### src/rtl/fp_alu_pkg.sv
// Shared definitions for the FP ALU schedulers.
//   EXP_W/MAN_W/WORD_W : IEEE-754 single-precision field widths
//   arb_state_e        : operation sequencing states of the adder scheduler
package fp_alu_pkg;
   localparam int EXP_W  = 8;
   localparam int MAN_W  = 23;
   localparam int WORD_W = EXP_W + MAN_W + 1;

   typedef enum logic [1:0] {IDLE, LOAD, SETTLE, DONE} arb_state_e;
endpackage

### src/rtl/adderr.sv
// IEEE-754 adder with a registered mantissa sum.
// The aligned mantissa sum is captured on clk; exponent, sign and
// normalisation are recomputed combinationally from the current operands,
// so a and b must be held for the cycle after the capture edge as well.
// No rounding (alignment truncates), no special-value handling.
//   clk, rst : clock, synchronous active-high reset of the mantissa register
//   a, b     : operands
//   sum      : normalised result, valid one cycle after operands are applied
module adderr #(
   parameter int exponent = 8,
   parameter int mantissa = 23
) (
   input  logic                         clk,
   input  logic                         rst,
   input  logic [exponent+mantissa:0]   a,
   input  logic [exponent+mantissa:0]   b,
   output logic [exponent+mantissa:0]   sum
);
   localparam int W = exponent + mantissa + 1;

   logic                  a_big;
   logic [W-1:0]          x, y;
   logic [exponent-1:0]   ex, ey, diff, lz;
   logic [mantissa:0]     mx, my, my_sh;
   logic [mantissa+1:0]   msum, msum_q;
   logic [mantissa-1:0]   norm;

   // x is the operand of larger magnitude; it supplies sign and exponent
   assign a_big = a[W-2:0] >= b[W-2:0];
   assign x     = a_big ? a : b;
   assign y     = a_big ? b : a;
   assign ex    = x[W-2:mantissa];
   assign ey    = y[W-2:mantissa];
   assign mx    = {|ex, x[mantissa-1:0]};
   assign my    = {|ey, y[mantissa-1:0]};
   assign diff  = ex - ey;
   assign my_sh = my >> diff;
   assign msum  = (x[W-1] == y[W-1]) ? {1'b0, mx} + {1'b0, my_sh}
                                     : {1'b0, mx} - {1'b0, my_sh};

   always_ff @(posedge clk) begin
      if (rst) msum_q <= '0;
      else     msum_q <= msum;
   end

   // leading-one search: highest set bit wins, giving the left-shift amount
   always_comb begin
      lz = '0;
      for (int i = 0; i <= mantissa; i++)
         if (msum_q[i]) lz = exponent'(mantissa - i);
      norm = mantissa'(msum_q << lz);
      if (msum_q == '0)
         sum = '0;
      else if (msum_q[mantissa+1])
         sum = {x[W-1], ex + exponent'(1), msum_q[mantissa:1]};
      else
         sum = {x[W-1], ex - lz, norm};
   end
endmodule

### src/rtl/rr_arbiter.sv
// Round-robin pick: first set request at or above ptr, wrapping at N.
//   req : request vector
//   ptr : highest-priority index this cycle
//   gnt : one-hot grant (zero when no request)
//   idx : index of the granted requester
//   any : at least one request present
module rr_arbiter #(
   parameter int N   = 4,
   parameter int IDW = 2
) (
   input  logic [N-1:0]   req,
   input  logic [IDW-1:0] ptr,
   output logic [N-1:0]   gnt,
   output logic [IDW-1:0] idx,
   output logic           any
);
   logic [IDW-1:0] j;

   always_comb begin
      gnt = '0;
      idx = '0;
      any = 1'b0;
      j   = '0;
      for (int k = 0; k < N; k++) begin
         j = IDW'((int'(ptr) + k) % N);
         if (!any && req[j]) begin
            any    = 1'b1;
            idx    = j;
            gnt[j] = 1'b1;
         end
      end
   end
endmodule

### src/rtl/fp_add_arbiter.sv
// Shares one adderr instance among NUM_REQ requesters, round-robin.
// Each accepted operation walks LOAD (mantissa captured) -> SETTLE (result
// sampled) -> DONE (held until res_ready); operands stay frozen throughout.
//   clk, rst            : clock, synchronous active-high reset
//   req_valid/req_ready : per-requester handshake, ready is one-hot
//   req_a, req_b        : flattened operands, requester i in slice i
//   res_valid/res_ready : result handshake; res_data, res_id held while stalled
//   busy                : not IDLE
//   op_count            : completed operations, wraps at 16 bits
module fp_add_arbiter
   import fp_alu_pkg::*;
#(
   parameter int exponent = EXP_W,
   parameter int mantissa = MAN_W,
   parameter int NUM_REQ  = 4,
   parameter int ID_W     = 2
) (
   input  logic                                       clk,
   input  logic                                       rst,
   input  logic [NUM_REQ-1:0]                         req_valid,
   input  logic [NUM_REQ*(exponent+mantissa+1)-1:0]   req_a,
   input  logic [NUM_REQ*(exponent+mantissa+1)-1:0]   req_b,
   output logic [NUM_REQ-1:0]                         req_ready,
   output logic                                       res_valid,
   input  logic                                       res_ready,
   output logic [exponent+mantissa:0]                 res_data,
   output logic [ID_W-1:0]                            res_id,
   output logic                                       busy,
   output logic [15:0]                                op_count
);
   localparam int W = exponent + mantissa + 1;

   arb_state_e                    state, state_nx;
   logic [ID_W-1:0]               rr_ptr, cur_id, win_idx, ptr_nx;
   logic [NUM_REQ-1:0]            gnt;
   logic                          win_any, arb_en, accept;
   logic [NUM_REQ-1:0][W-1:0]     a_arr, b_arr;
   logic [W-1:0]                  op_a, op_b, add_out;

   assign a_arr = req_a;
   assign b_arr = req_b;

   rr_arbiter #(.N(NUM_REQ), .IDW(ID_W)) u_arb (
      .req (req_valid),
      .ptr (rr_ptr),
      .gnt (gnt),
      .idx (win_idx),
      .any (win_any)
   );

   adderr #(.exponent(exponent), .mantissa(mantissa)) u_add (
      .clk (clk),
      .rst (rst),
      .a   (op_a),
      .b   (op_b),
      .sum (add_out)
   );

   // arbitration is open in IDLE, and in DONE only once the result drains;
   // gated by rst so no handshake completes on a reset edge
   assign arb_en    = !rst && (state == IDLE || (state == DONE && res_ready));
   assign accept    = arb_en && win_any;
   assign req_ready = arb_en ? gnt : '0;
   assign ptr_nx    = (win_idx == ID_W'(NUM_REQ - 1)) ? '0 : win_idx + ID_W'(1);
   assign busy      = (state != IDLE);

   always_comb begin
      state_nx = state;
      case (state)
         IDLE:    if (accept) state_nx = LOAD;
         LOAD:    state_nx = SETTLE;
         SETTLE:  state_nx = DONE;
         DONE:    if (res_ready) state_nx = accept ? LOAD : IDLE;
         default: state_nx = IDLE;
      endcase
   end

   always_ff @(posedge clk) begin
      if (rst) begin
         state     <= IDLE;
         rr_ptr    <= '0;
         cur_id    <= '0;
         op_a      <= '0;
         op_b      <= '0;
         res_valid <= 1'b0;
         res_data  <= '0;
         res_id    <= '0;
         op_count  <= '0;
      end else begin
         state <= state_nx;
         if (accept) begin
            op_a   <= a_arr[win_idx];
            op_b   <= b_arr[win_idx];
            cur_id <= win_idx;
            rr_ptr <= ptr_nx;
         end
         if (state == SETTLE) begin
            res_data  <= add_out;
            res_id    <= cur_id;
            res_valid <= 1'b1;
            op_count  <= op_count + 16'd1;
         end else if (state == DONE && res_ready) begin
            res_valid <= 1'b0;
         end
      end
   end
endmodule
### config.mk
export PLATFORM = sky130hd
export DESIGN_NAME = fp_add_arbiter
export DESIGN_NICKNAME = d
export VERILOG_FILES = /design/src/rtl/fp_alu_pkg.sv /design/src/rtl/adderr.sv /design/src/rtl/rr_arbiter.sv /design/src/rtl/fp_add_arbiter.sv
export SDC_FILE = /design/constraint.sdc
export NUM_CORES = 1
export LEC_CHECK = 0
export ABC_CLOCK_PERIOD_IN_PS = 15500
export BUFFER_PORTS_ARGS = -buffer_cell sky130_fd_sc_hd__buf_2
export CORE_MARGIN = 2
export CORE_UTILIZATION = 40
export DETAILED_ROUTE_END_ITERATION = 16
export SYNTH_ARGS = -nofsm -noshare
export SYNTH_HDL_FRONTEND = slang
export SYNTH_SLANG_ARGS = --single-unit
export TNS_END_PERCENT = 10
### constraint.sdc
create_clock -name clk -period 15.5 [get_ports clk]
set_clock_uncertainty 0.15 [all_clocks]
set_input_delay 0.775 -clock clk [delete_from_list [all_inputs] [get_ports clk]]
set_output_delay 0.775 -clock clk [all_outputs]
set_load 0.05 [all_outputs]
* Word-level counts from Yosys, hierarchy flattened
Cells that the tools add are included.
** Storage, ports and cells
- Register bits after elaboration :: 146
- Bits of input ports :: 263
- Output and inout port bits :: 56
- Logic and storage cells :: 133
** Operators by class
- Add/sub/neg operators :: 10
- Magnitude comparators :: 10
- Equal/unequal tests :: 7
- Shift-type cells :: 2
- Mux-type cells :: 69
- Bitwise logic cells :: 3
- Reduce and logical (&&, ||, !) cells :: 22
** Operator list (number)
- $mux 32 :: 5
- $bmux 32 s2 :: 2
- $mux 5 :: 24
- $ge 31x31->1 :: 1
- $mux 31 :: 1
- $add 24x24->25 :: 1
- $logic_not 25->1 :: 1
- $mux 25 :: 1
- $shl 25x5->23 :: 1
- $sub 24x24->25 :: 1
- $shr 24x8->24 :: 1
- $mux 4 :: 5
- $add 16x1->16 const B :: 1
- $reduce_or 8->1 :: 2
- $lt 2x3->1 const B :: 5
- $mux 1 :: 15
- $mux 2 :: 7
- $or 4x4->4 :: 3
- $logic_and 1x1->1 :: 10
- $add 8x1->8 const B :: 1
- $bmux 1 s2 :: 4
- $demux 1 s2 :: 4
- $ge 2x1->1 const B :: 4
- $pmux 2 s4 :: 1
- 13 further kinds :: 22

* Longest topological paths before layout
Gate-level depths: netlist of run 1.
- Depth in word-level cells :: 27
- Depth in mapped cells :: 40

* Cells and area by module
A second synthesis of run 1 with hierarchy kept.
** Unflattened totals
- Cells, all modules :: 1822
- Area total of the unflattened synthesis :: 14664.1 um2
** Modules (own cells, without submodules)
- adderr :: instances 1, cells each 1185, area each 8220.4 um2, sequential area each 500.5 um2
- fp_add_arbiter :: instances 1, cells each 592, area each 6020.8 um2, sequential area each 2422.3 um2
- rr_arbiter :: instances 1, cells each 45, area each 422.9 um2, sequential area each 0.0 um2

* Worst setup path before layout of run 1
OpenSTA, ideal clock, no wires.
- Kind :: flip-flop to flip-flop
- Start point :: reg op_b[24]
- End point :: reg u_add.msum_q[24]
- Setup time :: 128 ps
- Data arrival time :: 8546 ps
- Required time :: 15222 ps
- Setup slack :: 6676 ps
- Stages on the path, launching flop included :: 36
- Period minus slack after synthesis :: 8824 ps
- Path through :: dfxtp_1 > inv_1 > ha_1 > a211oi_1 > o21ai_1 > a211oi_2 > o211a_1 > buf_2 > and4_1 > nor2_1 > ha_1 > clkbuf_1 > clkbuf_1 > clkbuf_1 > mux4_2 > mux4_2 > a32oi_1 > ha_1 > nand2_1 > o21ai_0 > fa_1 > a21oi_1 > o21bai_1 > a21oi_1 > o21ai_0 > a21oi_1 > o21bai_1 > a2111oi_0 > nor3_1 > a41o_1 > o41ai_1 > a21oi_1 > o41ai_1 > o21ai_0 > xor2_1 > nor2_1
** On the way
- Word-level cells in the longest chain between the ends :: 6
- Elaborated cells on any way between the ends :: 11
** RTL lines
- from (decl) :: RTL line fp_add_arbiter.sv:38 : logic [W-1:0] op_a, op_b, add_out;
- from (signal assigned) :: RTL line fp_add_arbiter.sv:93 : op_b <= b_arr[win_idx];
- $ge 31x31->1 :: RTL line adderr.sv:29 : assign a_big = a[W-2:0] >= b[W-2:0];
- $mux 32, on equally long branches :: RTL line adderr.sv:30, adderr.sv:31
- $sub 8x8->8 / $reduce_or 8->1 (equally long branches) :: RTL line adderr.sv:36, adderr.sv:35
- $shr 24x8->24 :: RTL line adderr.sv:37 : assign my_sh = my >> diff;
- $sub 24x24->25 / $add 24x24->25 (equally long branches) :: RTL line adderr.sv:39, adderr.sv:38
- $mux 25 (*) :: RTL line adderr.sv:38 : assign msum = (x[W-1] == y[W-1]) ? {1'b0, mx} + {1'b0, my_sh}
- to (signal assigned) :: RTL line adderr.sv:43 : else msum_q <= msum;
- to (decl) :: RTL line adderr.sv:25 : logic [mantissa+1:0] msum, msum_q;
Every way passes the cells marked *; elsewhere a longest branch is shown, timed or not.
A chain may end at the register's enable or synchronous reset.

* Worst setup path in the final report of run 1
- Start point :: reg op_b[23]
- End point :: reg u_add.msum_q[23]
Same word-level chain as after synthesis.

==> results of run 1 <==
-- sequential cells by signal (all words and copies together) (netlist names) --
signal	cells
op_count	16
op_a	32
res_valid	1
res_data	32
rr_ptr	2
res_id	2
op_b	32
cur_id	2
u_add.msum_q	25
state	2
-- synth_stat cells (27+ instances only) --
cell type and number:
a211oi_1 38, a21oi_1 137, a22o_1 27, clkbuf_1 86, dfxtp_1 146, ha_1 79, inv_1 72, mux2_2 42
mux2i_1 111, mux4_2 46, nand2_1 175, nand3_1 30, nor2_1 166, nor3_1 36, o211ai_1 30, o21ai_0 127
o31ai_1 29, xnor2_1 33, xor2_1 33
-- worst max path at each step --
stage / startpoint / endpoint / slack (ns) / cells past startpoint
global route: op_b[23] / u_add.msum_q[24] / 3.90 / 35
finish: op_b[23] / u_add.msum_q[23] / 4.85 / 35
floorplan: op_b[24] / u_add.msum_q[24] / 6.68 / 35
CTS: op_b[23] / u_add.msum_q[23] / 4.89 / 35
global placement: op_b[23] / u_add.msum_q[24] / 5.13 / 35
detailed placement: op_b[23] / u_add.msum_q[24] / 4.95 / 35
-- logic make-up (layout without fill, tap and decap cells) --
kind of cell    after synthesis  in the layout  share of synthesized area
compound gates              556            556                      0.265
xor+xnor                     66             66                     0.0404
fa+ha+maj                    81             81                     0.0719
buf+inv                     189            442                     0.0525
flops                       146            146                      0.204
mux                         199            199                      0.183
other cells                   0              3                          0
simple gates                554            554                      0.182
-- layout by cell type, fill, tap and decap left out, drive strengths merged, types with 9 or more instances in the layout --
master	n
or3	15
o21ai	132
a32oi	9
inv	79
a211oi	40
a21oi	137
mux2i	111
mux2	42
dfxtp	146
nand3	30
a22o	27
nor2b	19
and2	15
nand2	177
a21o	15
nand4	11
a22oi	11
xor2	33
nor4	17
o21bai	12
ha	79
and3	20
buf	337
o22ai	13
nand3b	13
nor2	169
a221oi	11
clkbuf	17
o211ai	31
mux4	46
xnor2	33
o31ai	30
nand2b	14
nor3	38
-- area by class of cell --
class                      count  area share
sequential                   146       0.174
tap                          461      0.0344
antenna                        3    0.000447
multi-input combinational   1456       0.637
clock buffer                  17      0.0254
inverter                      73      0.0163
clock inverter                15     0.00895
timing repair buffer         337       0.103
-- routing by layer --
metal | vias up | GRT usage | part of all wire
met2 | 484 | 0.484 | 0.50
li1 | 7193 | - | -
met4 | 4 | 0.0915 | 0.023
met5 | - | 0 | 0.00064
met1 | 7107 | 0.334 | 0.42
met3 | 69 | 0.0465 | 0.054
-- through the flow --
| step | hold WS [ns] | instances | cell area [um^2] |
|---|---|---|---|
| floorplan | 0.272 | 1791 | 14300 |
| global placement | 0.283 | 2473 | 16200 |
| detailed placement | 0.289 | 2473 | 16200 |
| CTS | 0.299 | 2505 | 16800 |
| global route | 0.326 | 2508 | 16800 |
| finish | 0.294 | 2508 | 16800 |
-- tightest hold or removal path, cell delays in order (launching register included) --
cell and delay, ns:
dfxtp_1 0.31, nand2_1 0.05, nand2_1 0.04
==> run_results.csv, run 1 <==
group,metric,value,unit
outcome,outcome,"finished, final reports clean",
final_layout,fill_cells,3653,
worst_setup_path,max_stage_delay,0.92,ns
clocking,cts_made_buffers,17,
worst_setup_path,r2r-start,"op_b[23]",
worst_setup_path,cp-end-kind,"flop",
global_routing,antenna_found_initial,6,
sta,slew_viol_final,0,
global_routing,grt_pass1_wl,78700,um
die,io_pins,319,
placement,port_buffers,318,
clocking,worstSkewPairLatency,0.46,ns
placement,gp_congestion,0.965,
final_layout,multi_input_area,10700,um^2
synthesis,async_flop_share,0,
global_routing,grt_max_degree,77,
sta,setup_viol,0,
synthesis,synth_cell_types,94,
synthesis,syn_area,14300,um^2
worst_setup_path,critPathBufInv,1,
worst_setup_path,rr_worst_depth,35,
synthesis,ys_ff_latch,146,
worst_setup_path,cp_slowest_cell,"ha_1",
worst_setup_path,cp_max_fo,28,
sta,worstMarginPinSlew,1.12,ns
routing,post_drt_wl_per_cell,20.5,um
clocking,clockRootBuffer,"clkbuf_16",
clocking,holdBufCountCts,0,
synthesis,synth_top_area_share,0.204,
worst_setup_path,arrival,10.82,ns
synthesis,yosysTopAreaCell,"dfxtp_1",
die,die_h,193,um
routing,ant_nets,0,
die,die_area,37300,um^2
global_routing,grt_overflow,0,
clocking,clk_pin_slew,0.07,ns
clocking,clock-sinks,146,
sta,period_minus_slack,10.65,ns
worst_hold_path,hold_end,"cur_id[1]",
routing,drt-pass1-iter-count,5,
clocking,cts_resized,0,
sta,timing.final.crit_share,0.687,
routing,drc,0,
final_layout,seq_area,2920,um^2
placement,place_hpwl,41500,um
synthesis,syn_nets,2135,
routing,drt_iter0_markers,997,
flow_run,max_cap_viol_count,0,
sta,timing.final.ws_setup,4.85,ns
worst_setup_path,crit_family,"compound AO/OA/AOI/OAI gates",
worst_hold_path,worstHoldPathCells,2,
worst_setup_path,r2r_end,"u_add.msum_q[23]",
synthesis,syn_avg_cell_area,7.99,um^2
worst_setup_path,worst_setup_path_start_kind,"flop",
global_routing,grt_util_all_layers,0.273,
worst_setup_path,crit_type,"flop to flop",
synthesis,synth_edf_count,0,
synthesis,synth.area.top_cells,"dfxtp_1 20%, mux2i_1 7.8%, mux4_2 7.2%, ha_1 6.9%, a21oi_1 4.8%",
worst_hold_path,min_from,"cur_id[1]",
sta,slew_headroom,0.246,
routing,via_per_inst,5.92,
sta,max_freq,93.9,MHz
clocking,cts.htree.levels,4,
synthesis,yosysSeqAreaShare,0.204,
die,rows,69,
worst_setup_path,cp.required,15.67,ns
clocking,cts_tree,"yes",
synthesis,ys.flop_type,"dfxtp_1",
die,fp.dieW,193,um
sta,setup_tns,0,ns
synthesis,ys_warn_count,0,
final_layout,syn_to_final_growth,17.3,%
die,core_region_area,35400,um^2
sta,finalHoldViolCount,0,
clocking,cts_setup_buffers,0,
routing,via_count,14900,
final_layout,layout.nets,2375,
final_layout,final_util,0.474,
clocking,cts_buffer_depth,2,
global_routing,grt_pass1_vias,14000,
worst_hold_path,hp-class,"flop to flop",
synthesis,syn_inst,1791,
routing,routed_wl,51400,um
worst_setup_path,r2r_setup_slack,4.85,ns
placement,place_ws,4.95,ns
final_layout,drive_above_1_share,0.244,
sta,rsz0062_at_grt,"no",
die,initial_utilization,0.404,
Power of run 1 is not shown: default switching activity piles up to over one toggle a cycle in this logic, so the estimate is an artifact.
==> run 2: changes to the inputs <==
--- a/config.mk
+++ b/config.mk
@@ -5,7 +5,7 @@
 export SDC_FILE = /design/constraint.sdc
 export NUM_CORES = 1
 export LEC_CHECK = 0
-export ABC_CLOCK_PERIOD_IN_PS = 15500
+export ABC_CLOCK_PERIOD_IN_PS = 10210
 export BUFFER_PORTS_ARGS = -buffer_cell sky130_fd_sc_hd__buf_2
 export CORE_MARGIN = 2
 export CORE_UTILIZATION = 40
==> constraint.sdc (replaced) <==
create_clock -name clk -period 10.21 [get_ports clk]
set_clock_uncertainty 0.15 [all_clocks]
set_input_delay 0.5105 -clock clk [delete_from_list [all_inputs] [get_ports clk]]
set_output_delay 0.5105 -clock clk [all_outputs]
set_load 0.05 [all_outputs]
==> run_results.csv, run 2 (synthesized netlist as in run 1, its figures left out) <==
group,metric,value,unit
outcome,outcome,"finished, final reports clean",
clocking,worstSkewPairLatency,0.45,ns
final_layout,fill_cells,3592,
final_layout,final_common_cell,"buf_2",
final_layout,final_util,0.479,
worst_hold_path,hold_end,"op_a[19]",
sta,setup_viol,0,
placement,place_hpwl,42100,um
global_routing,grt_util_all_layers,0.279,
global_routing,grt_pass1_vias,14400,
sta,max_freq,107,MHz
worst_hold_path,min_from,"req_a[83]",
sta,rsz0062_at_grt,"no",
worst_setup_path,cpMostUsedCell,"a21oi_1",
worst_setup_path,r2r-start,"op_b[25]",
clocking,holdBufCountCts,0,
final_layout,layout.nets,2393,
clocking,cts_buffer_depth,2,
global_routing,grt_pass1_wl,80500,um
die,fp.dieW,193,um
routing,post_drt_wl_per_cell,20.7,um
worst_setup_path,crit_type,"flop to flop",
final_layout,reg_top3,"op_a x32, op_b x32, res_data x32",
sta,period_minus_slack,9.33,ns
clocking,cts_setup_buffers,0,
routing,drc,0,
routing,via_count,14900,
worst_setup_path,r2r_end,"u_add.msum_q[24]",
worst_setup_path,r2r_setup_slack,0.88,ns
worst_hold_path,worstHoldPathCells,3,
routing,drt_iter0_markers,1117,
routing,routed_wl,52200,um
final_layout,final_cell_mix,"317 x buf_2, 175 x nand2_1, 164 x nor2_1",
sta,slew_viol_final,0,
sta,worstMarginPinSlew,0.966,ns
worst_setup_path,max_stage_delay,0.54,ns
worst_setup_path,cp_slowest_cell,"mux4_2",
die,initial_utilization,0.404,
global_routing,grt_overflow,0,
sta,whs,0.206,ns
clocking,clk_pin_slew,0.07,ns
final_layout,drive_above_1_share,0.250,
clocking,cts.htree.levels,4,
sta,slew_headroom,0.356,
die,core_region_area,35400,um^2
final_layout,syn_to_final_growth,18.6,%
die,die_h,193,um
routing,ant_nets,0,
placement,port_buffers,318,
worst_setup_path,rr_worst_depth,35,
clocking,clock-sinks,146,
sta,timing.final.crit_share,0.914,
worst_setup_path,cp-end-kind,"flop",
clocking,cts_made_buffers,17,
worst_setup_path,worst_setup_path_start_kind,"flop",
sta,finalHoldViolCount,0,
worst_hold_path,hp-class,"input pin to flop",
worst_setup_path,arrival,9.49,ns
die,rows,69,
sta,setup_tns,0,ns
routing,drt-pass1-iter-count,6,
worst_setup_path,cp.required,10.37,ns
clocking,cts_tree,"yes",
die,io_pins,319,
routing,via_per_inst,5.90,
placement,gp_congestion,0.973,
clocking,clockRootBuffer,"clkbuf_16",
worst_setup_path,cp_max_fo,12,
flow_run,max_cap_viol_count,0,
die,die_area,37300,um^2
global_routing,antenna_found_initial,2,
global_routing,grt_max_degree,72,
[run 2: what timing repair did]
item                                    4_1_cts  5_1_grt
hold endpoints to repair                      0        0
gates resized for setup                       0        2
endpoints found under the setup margin        0        3
[run 2: worst max-delay path by stage]
stage,start,endpoint,slack [ns]
final,op_b[25],u_add.msum_q[24],0.88
after detailed placement,op_b[25],u_add.msum_q[24],0.75
after global placement,op_b[25],u_add.msum_q[24],0.96
after global routing,op_b[25],u_add.msum_q[24],0.04
after floorplan,op_b[24],u_add.msum_q[24],1.39
after CTS,op_b[25],u_add.msum_q[24],0.72
[run 2: area by class of cell]
| type | count | area, um^2 | share of cell area |
|---|---|---|---|
| multi-input cells | 1456 | 10700 | 0.631 |
| inverters | 73 | 274 | 0.0162 |
| clock buffers | 19 | 443 | 0.0261 |
| repair buffers | 355 | 1870 | 0.110 |
| clock inverters | 13 | 171 | 0.0101 |
| diodes | 2 | 5.00 | 0.000295 |
| flip-flops and latches | 146 | 2920 | 0.172 |
| well taps | 461 | 577 | 0.0340 |
[run 2: critical path, delay by kind of cell (launching register included)]
| family | cells | cell delay (ns) |
|---|---|---|
| xor+xnor | 1 | 0.18 |
| compound gates | 21 | 4.95 |
| mux | 1 | 0.54 |
| simple gates | 7 | 1.29 |
| fa+ha+maj | 4 | 1.57 |
| flops | 1 | 0.41 |
| buf+inv | 1 | 0.08 |
[run 2: layer usage]
| metal | vias up | share of wire | global-route usage |
|---|---|---|---|
| met1 | 7070 | 0.42 | 0.335 |
| met2 | 522 | 0.49 | 0.493 |
| met3 | 95 | 0.053 | 0.0487 |
| met5 | - | 0.00031 | 0 |
| met4 | 2 | 0.037 | 0.112 |
| li1 | 7210 | - | - |
[run 2: metrics by stage]
step                      cells  instance area [um^2]  setup slack [ns]
after floorplan            1791                 14300              1.39
after global placement     2491                 16300             0.963
after detailed placement   2491                 16300             0.748
after CTS                  2523                 16900             0.725
after global routing       2524                 17000            0.0403
final                      2525                 17000             0.882
Power of run 2 is left out for the same reason.
==> run 3: changes to the inputs <==
--- a/config.mk
+++ b/config.mk
@@ -5,11 +5,12 @@
 export SDC_FILE = /design/constraint.sdc
 export NUM_CORES = 1
 export LEC_CHECK = 0
-export ABC_CLOCK_PERIOD_IN_PS = 10210
+export ABC_CLOCK_PERIOD_IN_PS = 9400
 export BUFFER_PORTS_ARGS = -buffer_cell sky130_fd_sc_hd__buf_2
 export CORE_MARGIN = 2
 export CORE_UTILIZATION = 40
 export DETAILED_ROUTE_END_ITERATION = 16
+export HOLD_SLACK_MARGIN = 0.03
 export SYNTH_ARGS = -nofsm -noshare
 export SYNTH_HDL_FRONTEND = slang
 export SYNTH_SLANG_ARGS = --single-unit
==> constraint.sdc (replaced) <==
create_clock -name clk -period 9.4 [get_ports clk]
set_clock_uncertainty 0.15 [all_clocks]
set_input_delay 0.47 -clock clk [delete_from_list [all_inputs] [get_ports clk]]
set_output_delay 0.47 -clock clk [all_outputs]
set_load 0.05 [all_outputs]
==> run_results.csv, run 3 (synthesized netlist as in run 1, its figures left out) <==
group,metric,value,unit
outcome,outcome,"finished, final reports clean",
worst_hold_path,worstHoldPathCells,3,
clocking,clockRootBuffer,"clkbuf_16",
routing,drc,0,
worst_setup_path,startpoint,"op_b[26]",
routing,via_count,15100,
worst_setup_path,r2r_setup_slack,0.70,ns
sta,finalHoldViolCount,0,
sta,worstMarginPinSlew,1.12,ns
routing,drt-pass1-iter-count,7,
placement,port_buffers,318,
worst_setup_path,cpMostUsedCell,"a21oi_1",
worst_setup_path,cp-end-kind,"flop",
sta,period_minus_slack,8.70,ns
final_layout,syn_to_final_growth,20.3,%
worst_setup_path,crit_family,"compound AO/OA/AOI/OAI gates",
final_layout,seq_area,2920,um^2
global_routing,grt_busiest_layer,"met2",
sta,slew_headroom,0.246,
clocking,clk_pin_slew,0.06,ns
global_routing,grt_pass1_vias,14400,
routing,routed_wl,53900,um
clocking,cts_made_buffers,17,
sta,whs,0.163,ns
sta,timing.final.crit_share,0.926,
sta,slew_viol_final,0,
final_layout,multi_input_area,10700,um^2
worst_setup_path,critPathBufInv,1,
worst_hold_path,min_from,"req_a[83]",
worst_setup_path,max_stage_delay,0.52,ns
worst_setup_path,cp_slowest_cell,"mux4_2",
final_layout,drive_above_1_share,0.263,
worst_setup_path,rr_worst_depth,35,
final_layout,final_cell_mix,"317 x buf_2, 175 x nand2_1, 163 x nor2_1",
global_routing,use_met3,0.0500,
die,core_region_area,35400,um^2
clocking,cts_buffer_depth,2,
routing,via_per_inst,5.91,
final_layout,fill_cells,3632,
global_routing,grt_pass1_wl,81100,um
sta,max_freq,115,MHz
die,rows,69,
die,io_pins,319,
worst_setup_path,cp_max_fo,8,
routing,post_drt_wl_per_cell,21.1,um
final_layout,final_util,0.486,
routing,drt_iter0_markers,906,
sta,setup_viol,0,
clocking,cts_tree,"yes",
placement,gp_congestion,0.973,
worst_setup_path,crit_type,"flop to flop",
worst_setup_path,cp.required,9.56,ns
routing,ant_nets,0,
final_layout,reg_top3,"op_a x32, op_b x32, res_data x32",
clocking,clock-sinks,146,
global_routing,grt_overflow,0,
placement,placed_cell_area,16500,um^2
die,die_area,37300,um^2
worst_setup_path,r2r-start,"op_b[26]",
global_routing,grt_use_met1,0.342,
final_layout,layout.nets,2419,
flow_run,max_cap_viol_count,0,
global_routing,grt_util_all_layers,0.285,
die,fp.dieW,193,um
worst_setup_path,cp.depth,35,
global_routing,antenna_found_initial,9,
worst_setup_path,arrival,8.86,ns
die,initial_utilization,0.404,
placement,place_hpwl,43600,um
die,die_h,193,um
global_routing,use_met2,0.487,
final_layout,final_common_cell,"buf_2",
global_routing,grt_max_degree,72,
worst_setup_path,worst_setup_path_start_kind,"flop",
final_layout,stdcell_area,17200,um^2
worst_hold_path,hp-class,"input pin to flop",
clocking,worstSkewPairLatency,0.45,ns
clocking,cts.htree.levels,4,
==> run 3: tightest hold or removal path: stages <==
cell	delay (ns)
buf_2	0.08
mux2i_1	0.05
o21ai_0	0.12
==> run 3: area by class of cell <==
class	count	share of cell area
well taps	461	0.0335
clock buffers	20	0.0260
repair buffers	381	0.120
clock inverters	12	0.00895
diodes	6	0.000873
flip-flops and latches	146	0.170
multi-input cells	1456	0.625
inverters	73	0.0159
==> run 3: path summary, 6_finish.rpt <==
check,end
setup / recovery,u_add.msum_q[24]
setup reg to reg,u_add.msum_q[24]
hold / removal,op_a[19]
hold reg to reg,res_data[5]
==> run 3: repair_timing <==
item,4_1_cts,5_1_grt
hold buffers,0,0
buffers inserted,0,1
setup endpoints to repair,0,5
resized for setup,0,14
==> run 3: per-layer routing <==
layer | vias to the layer above | share of wire | wire (um)
li1 | 7272 | - | -
met1 | 7168 | 0.41 | 22300
met2 | 544 | 0.49 | 26200
met3 | 99 | 0.054 | 2880
met4 | 6 | 0.046 | 2480
met5 | - | 0.00059 | 32
==> run 3: metrics by stage <==
| stage | worst slack, ns | instances | setup TNS (ns) |
|---|---|---|---|
| finish | 0.698 | 2555 | 0 |
| global route | -0.0867 | 2555 | -0.0867 |
| CTS | 0.182 | 2548 | 0 |
| detailed placement | 0.219 | 2516 | 0 |
| global placement | 0.425 | 2516 | 0 |
| floorplan | 0.576 | 1791 | 0 |
Power of run 3 is left out for the same reason.
